[config.mk]
export PLATFORM = sky130hd
export DESIGN_NAME = piezo_sched_flat
export DESIGN_NICKNAME = d
export VERILOG_FILES = /design/src/rtl/piezo_if.sv /design/src/rtl/piezo_sched.sv /design/src/flat_wrapper.sv
export SDC_FILE = /design/constraint.sdc
export NUM_CORES = 1
export LEC_CHECK = 0
export ABC_AREA = 1
export CAP_MARGIN = 20
export CELL_PAD_IN_SITES_DETAIL_PLACEMENT = 1
export CELL_PAD_IN_SITES_GLOBAL_PLACEMENT = 2
export CORE_ASPECT_RATIO = 0.9
export CORE_MARGIN = 2
export CORE_UTILIZATION = 31
export DETAILED_ROUTE_END_ITERATION = 8
export PLACE_DENSITY_LB_ADDON = 0.05
export REMOVE_ABC_BUFFERS = 1
export SLEW_MARGIN = 30
export SYNTH_ARGS = -nofsm -noshare
export SYNTH_HDL_FRONTEND = slang
export SYNTH_SLANG_ARGS = --single-unit
[constraint.sdc]
create_clock -name clk -period 1.9 [get_ports clk]
set_input_delay 0.19 -clock clk [delete_from_list [all_inputs] [get_ports clk]]
set_output_delay 0.19 -clock clk [all_outputs]
set_load 0.02 [all_outputs]
[src/rtl/piezo_if.sv]
// Request/status bundle between a sound-event source and piezo_sched.
// master drives requests and stop; slave returns tone enable and status.
interface piezo_if;
  logic       key_req;
  logic       timer_req;
  logic       alarm_req;
  logic       stop;
  logic       piezo_en;
  logic [1:0] src;
  logic       busy;
  logic       done;
  logic [2:0] pending;

  modport master (
    output key_req, timer_req, alarm_req, stop,
    input  piezo_en, src, busy, done, pending
  );

  modport slave (
    input  key_req, timer_req, alarm_req, stop,
    output piezo_en, src, busy, done, pending
  );
endinterface

[src/rtl/piezo_sched.sv]
// Piezo playback scheduler: latches key/timer/alarm requests, plays the
// highest-priority one for a tick-based duration, then a silent gap.
// Ports: clk, rst (async, active high), bus (piezo_if.slave):
//   key_req/timer_req/alarm_req/stop in; piezo_en/src/busy/done/pending out.
module piezo_sched #(
  parameter int TICK_DIV    = 200000,
  parameter int KEY_TICKS   = 2,
  parameter int TIMER_TICKS = 40,
  parameter int ALARM_MAX   = 300,
  parameter int GAP_TICKS   = 1
) (
  input logic     clk,
  input logic     rst,
  piezo_if.slave  bus
);

  localparam int M1   = (KEY_TICKS > TIMER_TICKS) ? KEY_TICKS : TIMER_TICKS;
  localparam int M2   = (M1 > ALARM_MAX) ? M1 : ALARM_MAX;
  localparam int MAXD = (M2 > GAP_TICKS) ? M2 : GAP_TICKS;
  localparam int TW   = ($clog2(MAXD + 1) > 9) ? $clog2(MAXD + 1) : 9;
  localparam int PW   = (TICK_DIV > 1) ? $clog2(TICK_DIV) : 1;

  localparam logic [PW-1:0] P_LAST = PW'(TICK_DIV - 1);
  localparam logic [TW-1:0] G_LAST = TW'(GAP_TICKS - 1);

  typedef enum logic [1:0] {IDLE, PLAY, GAP} state_t;

  state_t        state_q, state_n;
  logic [PW-1:0] presc_q, presc_n, presc_step;
  logic [TW-1:0] tick_q, tick_n, tick_step;
  logic [TW-1:0] dur_q, dur_n, dur_sel;
  logic [2:0]    pend_q, pend_n, reqs, grant;
  logic [1:0]    src_q, src_n, hp;
  logic          done_q, done_n;
  logic          en_q, busy_q;
  logic          tick_end;

  assign reqs = {bus.alarm_req, bus.timer_req, bus.key_req};

  // src codes double as priority ranks: alarm 3 > timer 2 > key 1
  always_comb begin
    hp = 2'd0;
    if (pend_q[2])      hp = 2'd3;
    else if (pend_q[1]) hp = 2'd2;
    else if (pend_q[0]) hp = 2'd1;
  end

  assign grant = {hp == 2'd3, hp == 2'd2, hp == 2'd1};

  always_comb begin
    case (hp)
      2'd3:    dur_sel = TW'(ALARM_MAX);
      2'd2:    dur_sel = TW'(TIMER_TICKS);
      default: dur_sel = TW'(KEY_TICKS);
    endcase
  end

  assign tick_end   = (presc_q == P_LAST);
  assign presc_step = tick_end ? '0 : presc_q + 1'b1;
  assign tick_step  = tick_end ? tick_q + 1'b1 : tick_q;

  always_comb begin
    state_n = state_q;
    presc_n = presc_step;
    tick_n  = tick_step;
    dur_n   = dur_q;
    src_n   = src_q;
    pend_n  = pend_q | reqs;
    unique case (state_q)
      IDLE: begin
        presc_n = '0;
        tick_n  = '0;
        src_n   = 2'd0;
        if (hp != 2'd0) begin
          state_n = PLAY;
          src_n   = hp;
          dur_n   = dur_sel;
          pend_n  = (pend_q & ~grant) | reqs;
        end
      end
      PLAY: begin
        // done_q marks the last play cycle; expiry outranks preemption
        if (done_q || (hp > src_q)) begin
          state_n = GAP;
          presc_n = '0;
          tick_n  = '0;
          src_n   = 2'd0;
        end
      end
      GAP: begin
        if (tick_end && (tick_q == G_LAST)) begin
          state_n = IDLE;
          presc_n = '0;
          tick_n  = '0;
        end
      end
      default: state_n = IDLE;
    endcase
    if (bus.stop) begin
      state_n = IDLE;
      pend_n  = '0;
      src_n   = 2'd0;
      presc_n = '0;
      tick_n  = '0;
    end
    // registered done: flag the upcoming cycle as the final play cycle
    done_n = (state_n == PLAY) && (presc_n == P_LAST)
          && (tick_n == dur_n - 1'b1);
  end

  always_ff @(posedge clk or posedge rst) begin
    if (rst) begin
      state_q <= IDLE;
      presc_q <= '0;
      tick_q  <= '0;
      dur_q   <= '0;
      src_q   <= 2'd0;
      pend_q  <= '0;
      done_q  <= 1'b0;
      en_q    <= 1'b0;
      busy_q  <= 1'b0;
    end else begin
      state_q <= state_n;
      presc_q <= presc_n;
      tick_q  <= tick_n;
      dur_q   <= dur_n;
      src_q   <= src_n;
      pend_q  <= pend_n;
      done_q  <= done_n;
      en_q    <= (state_n == PLAY);
      busy_q  <= (state_n != IDLE);
    end
  end

  assign bus.piezo_en = en_q;
  assign bus.src      = src_q;
  assign bus.busy     = busy_q;
  assign bus.done     = done_q;
  assign bus.pending  = pend_q;

endmodule

[src/flat_wrapper.sv]
// flat-port wrapper written by rule: the top's interface ports become plain ports
module piezo_sched_flat 
#(
  parameter int TICK_DIV    = 200000,
  parameter int KEY_TICKS   = 2,
  parameter int TIMER_TICKS = 40,
  parameter int ALARM_MAX   = 300,
  parameter int GAP_TICKS   = 1
)
  (clk, rst, bus_key_req, bus_timer_req, bus_alarm_req, bus_stop, bus_piezo_en, bus_src, bus_busy, bus_done, bus_pending);
  piezo_if bus_i ();
  input logic clk;
  input logic rst;
  input wire logic [$bits(bus_i.key_req)-1:0] bus_key_req;
  input wire logic [$bits(bus_i.timer_req)-1:0] bus_timer_req;
  input wire logic [$bits(bus_i.alarm_req)-1:0] bus_alarm_req;
  input wire logic [$bits(bus_i.stop)-1:0] bus_stop;
  output wire logic [$bits(bus_i.piezo_en)-1:0] bus_piezo_en;
  output wire logic [$bits(bus_i.src)-1:0] bus_src;
  output wire logic [$bits(bus_i.busy)-1:0] bus_busy;
  output wire logic [$bits(bus_i.done)-1:0] bus_done;
  output wire logic [$bits(bus_i.pending)-1:0] bus_pending;
  assign bus_i.key_req = bus_key_req;
  assign bus_i.timer_req = bus_timer_req;
  assign bus_i.alarm_req = bus_alarm_req;
  assign bus_i.stop = bus_stop;
  assign bus_piezo_en = bus_i.piezo_en;
  assign bus_src = bus_i.src;
  assign bus_busy = bus_i.busy;
  assign bus_done = bus_i.done;
  assign bus_pending = bus_i.pending;
  piezo_sched #(.TICK_DIV(TICK_DIV), .KEY_TICKS(KEY_TICKS), .TIMER_TICKS(TIMER_TICKS), .ALARM_MAX(ALARM_MAX), .GAP_TICKS(GAP_TICKS)) u_core (.clk(clk), .rst(rst), .bus(bus_i));
endmodule
==> flow_summary_export.csv <==
group,metric,value,unit
drt,via_count,3307,
logic_synthesis,synth_top_family_by_area,"simple AND/OR/NAND/NOR gates",
clock_tree,root_buffer,"clkbuf_16",
logic_synthesis,synth-xor-area-share,2.22,%
setup_path,rr_startpoint,"u_core.bus.pending[1]$_DFF_PP0_",
clock_tree,cts_tree,"done",
placement,place_hpwl,7.84,mm
placement,io_buffers,13,
grt,antenna_found_initial,0,
run_status,status,"finished with violations",
sta,timing.hold.ws,0.235,ns
logic_synthesis,synth.cell_area,3160,um2
logic_synthesis,synthTopCellsByArea,"dfrtp_1 36%, nand2_1 17%, inv_1 8.3%",
sta,report.final.hold_viol_count,0,
power,p_sw_share,35.5,%
drt,via_per_inst,4.61,
sta,fin_crit,2.18,ns
logic_synthesis,ys.flop_type,"dfrtp_1",
logic_synthesis,ys_async_sr_fraction,100,%
drt,drt-wirelength-per-cell,14.4,um
clock_tree,clock_path_buffers,2,
sta,maxSlewHeadroom,75.6,%
drt,remaining_drc_errors,0,
setup_path,worst_ep_required_time,2.12,ns
power,seq_power_share,33.1,%
sta,setup_viol,9,
finish,fin_nets,602,
placement,globalplace.congestion,0.807,
sta,max_freq,0.458,GHz
sta,drv_slew,0,
power,leakagePower,2.54,nW
logic_synthesis,synthMuxAreaShare,0,%
drt,drtIter0Drc,114,
setup_path,cp-end-kind,"flip-flop",
finish,drive_above_1_share,38.9,%
sta,tightest_slew,0.366,ns
clock_tree,cts_buffers,5,
sta,rsz0062_at_grt,"true",
logic_synthesis,yosys_register_bits,46,
sta,finalClockSkew,0.0146,ns
logic_synthesis,avgSynthCellArea,6.76,um2
clock_tree,insertion_delay,0.30,ns
logic_synthesis,synth_compound_area_share,3.33,%
logic_synthesis,yosysTopAreaCell,"dfrtp_1",
setup_path,critPathLaunchType,"flip-flop",
clock_tree,htree_levels,2,
logic_synthesis,postSynthCellCount,467,
setup_path,crit_type,"reg2reg",
floorplan,start_util,32.3,%
setup_path,r2r_slack,-0.28,ns
power,power-per-cell-area,684,nW/um2
run_status,violations,"negative setup slack",
grt,grt_usage,20.3,%
floorplan,placementRows,34,
sta,period_share,115,%
sta,worst_slack,-0.283,ns
floorplan,die-area,11000,um2
logic_synthesis,ys_warn_count,0,
floorplan,io_pins,14,
worst_hold_path,holdCritPathClass,"in2async",
setup_path,reg2reg_depth,15,
logic_synthesis,synth_top_area_share,36.5,%
setup_path,worstPathArrival,2.40,ns
finish,final_cell_mix,"121 x nand2_1, 90 x buf_4, 59 x inv_1",
power,p_comb_share,38.8,%
setup_path,r2r-end,"u_core.bus.done$_DFF_PP0_",
logic_synthesis,synth.distinct_cells,30,
floorplan,die_x,110,um
finish,synthToLayoutAreaGrowth,50.9,%
run,cap_violations,0,
drt,ant_nets,0,
grt,grt_pass1_wl,17.3,mm
drt,wirelength,10.4,mm
power,clock_power_share,28.1,%
finish,antenna_cells,0,
grt,grt_pass1_vias,3559,
finish,final_common_cell,"nand2_1",
floorplan,die_h,99.7,um
logic_synthesis,ys_seq_area_share,36.5,%
power,peakVddDrop,0.000412,V
drt,first_pass_iters,4,
power,total_power,3.26,mW
floorplan,core-area,9780,um2
logic_synthesis,synth_fa_ha_area_share,2.38,%
grt,grt_max_degree,47,
clock_tree,clkSlewWorstSetupHoldPaths,0.08,ns
setup_path,crit_fanout,5,
sta,fin_tns_setup,-0.547,ns
logic_synthesis,yosys.area_share.simple,44.6,%
power,p_sw,1.16,mW
logic_synthesis,synth_edf_count,0,
grt,overflow,0,
power,intPower,2.10,mW
clock_tree,clock-sinks,46,
==> sequential cells by signal, summed over array words and instances, names as in the netlist <==
signal and flops:
u_core.presc_q 18, u_core.dur_q 9, u_core.tick_q 9, u_core.bus.pending 3
u_core.bus.src 2, u_core.state_q 2, u_core.bus.busy 1, u_core.bus.done 1
u_core.bus.piezo_en 1
==> per-layer routing <==
| metal | vias to the layer above | track usage (%) | wire length [um] |
|---|---|---|---|
| li1 | 1679 | - | - |
| met1 | 1591 | 29.4 | 5260 |
| met2 | 31 | 32.7 | 4830 |
| met3 | 6 | 2.69 | 172 |
| met4 | 0 | 3.46 | 84 |
| met5 | - | 0 | 0 |
==> stage by stage <==
| stage | util, % | setup slack, ns | area, um2 | cells |
|---|---|---|---|---|
| CTS | 45.0 | -0.253 | 4410 | 709 |
| finish | 48.7 | -0.283 | 4760 | 717 |
| global placement | 42.0 | -0.279 | 4110 | 690 |
| detailed placement | 42.0 | -0.460 | 4110 | 690 |
| global route | 48.7 | -0.432 | 4760 | 717 |
| floorplan | - | -0.282 | 3130 | 463 |
==> area by class of cell <==
| type | instances | area, um2 |
|---|---|---|
| clock buffers | 5 | 125 |
| clock inverters | 3 | 25.0 |
| fillers | 1246 | 5020 |
| inverters | 87 | 332 |
| multi-input cells | 331 | 1960 |
| flip-flops and latches | 46 | 1150 |
| well taps | 126 | 158 |
| repair buffers | 119 | 1010 |
==> how the worst max path moves through the flow <==
| stage | cells after the start | endpoint | start |
|---|---|---|---|
| floorplan | 16 | u_core.bus.done$_DFF_PP0_ | u_core.bus.pending[2]$_DFF_PP0_ |
| global placement | 16 | u_core.bus.done$_DFF_PP0_ | u_core.bus.pending[1]$_DFF_PP0_ |
| detailed placement | 19 | u_core.bus.done$_DFF_PP0_ | u_core.bus.pending[0]$_DFF_PP0_ |
| CTS | 16 | u_core.bus.done$_DFF_PP0_ | u_core.bus.pending[0]$_DFF_PP0_ |
| global route | 15 | u_core.bus.done$_DFF_PP0_ | u_core.bus.pending[1]$_DFF_PP0_ |
| finish | 15 | u_core.bus.done$_DFF_PP0_ | u_core.bus.pending[1]$_DFF_PP0_ |
==> cell usage after synthesis (all sizes together) (2+ instances only) <==
library cell and count:
a21oi 6, clkbuf 3, clkinv 4, dfrtp 46, ha 6, inv 83
nand2 149, nand3 45, nand3b 4, nand4 12, nor2 78, nor3 6
o21ai 12, xnor2 2, xor2 6
==> power by group through the flow <==
stage               Combinational (mW)  Sequential [mW]  Clock, mW
global placement                 0.932             1.09          0
CTS                               1.07             1.08      0.941
floorplan                        0.484             1.12          0
global route                      1.40             1.09      0.969
detailed placement               0.952             1.09          0
finish                            1.27             1.08      0.914
==> timing repair <==
action / in CTS / in global routing
cloned: 1 / 0
endpoints found under the setup margin: 19 / 30
setup buffers: 10 / 10
hold buffers: 0 / 0
pin swaps: 8 / 18
resized for setup: 22 / 83
==> worst max-delay path, stage by stage, from the launching register on <==
cell and delay, ns:
dfrtp_1 0.44, nor2_4 0.18, nor2_4 0.06, ha_4 0.26, nand2_2 0.05, nand2_2 0.09, nand3_4 0.10, nand2_4 0.10
nand3_4 0.14, nor2_4 0.16, nand3_2 0.08, nor2_2 0.11, nand2_2 0.07, nor2_2 0.07, nand3_1 0.09, nor2_2 0.09
==> cells by family (layout without fill, tap and decap cells) <==
logic type	Yosys count	count (layout)
compound gates	20	20
xor+xnor	8	8
fa+ha+maj	6	6
buf+inv	91	214
flops	46	46
simple gates	296	297
Note: power is estimated with default switching activity, not from simulation.
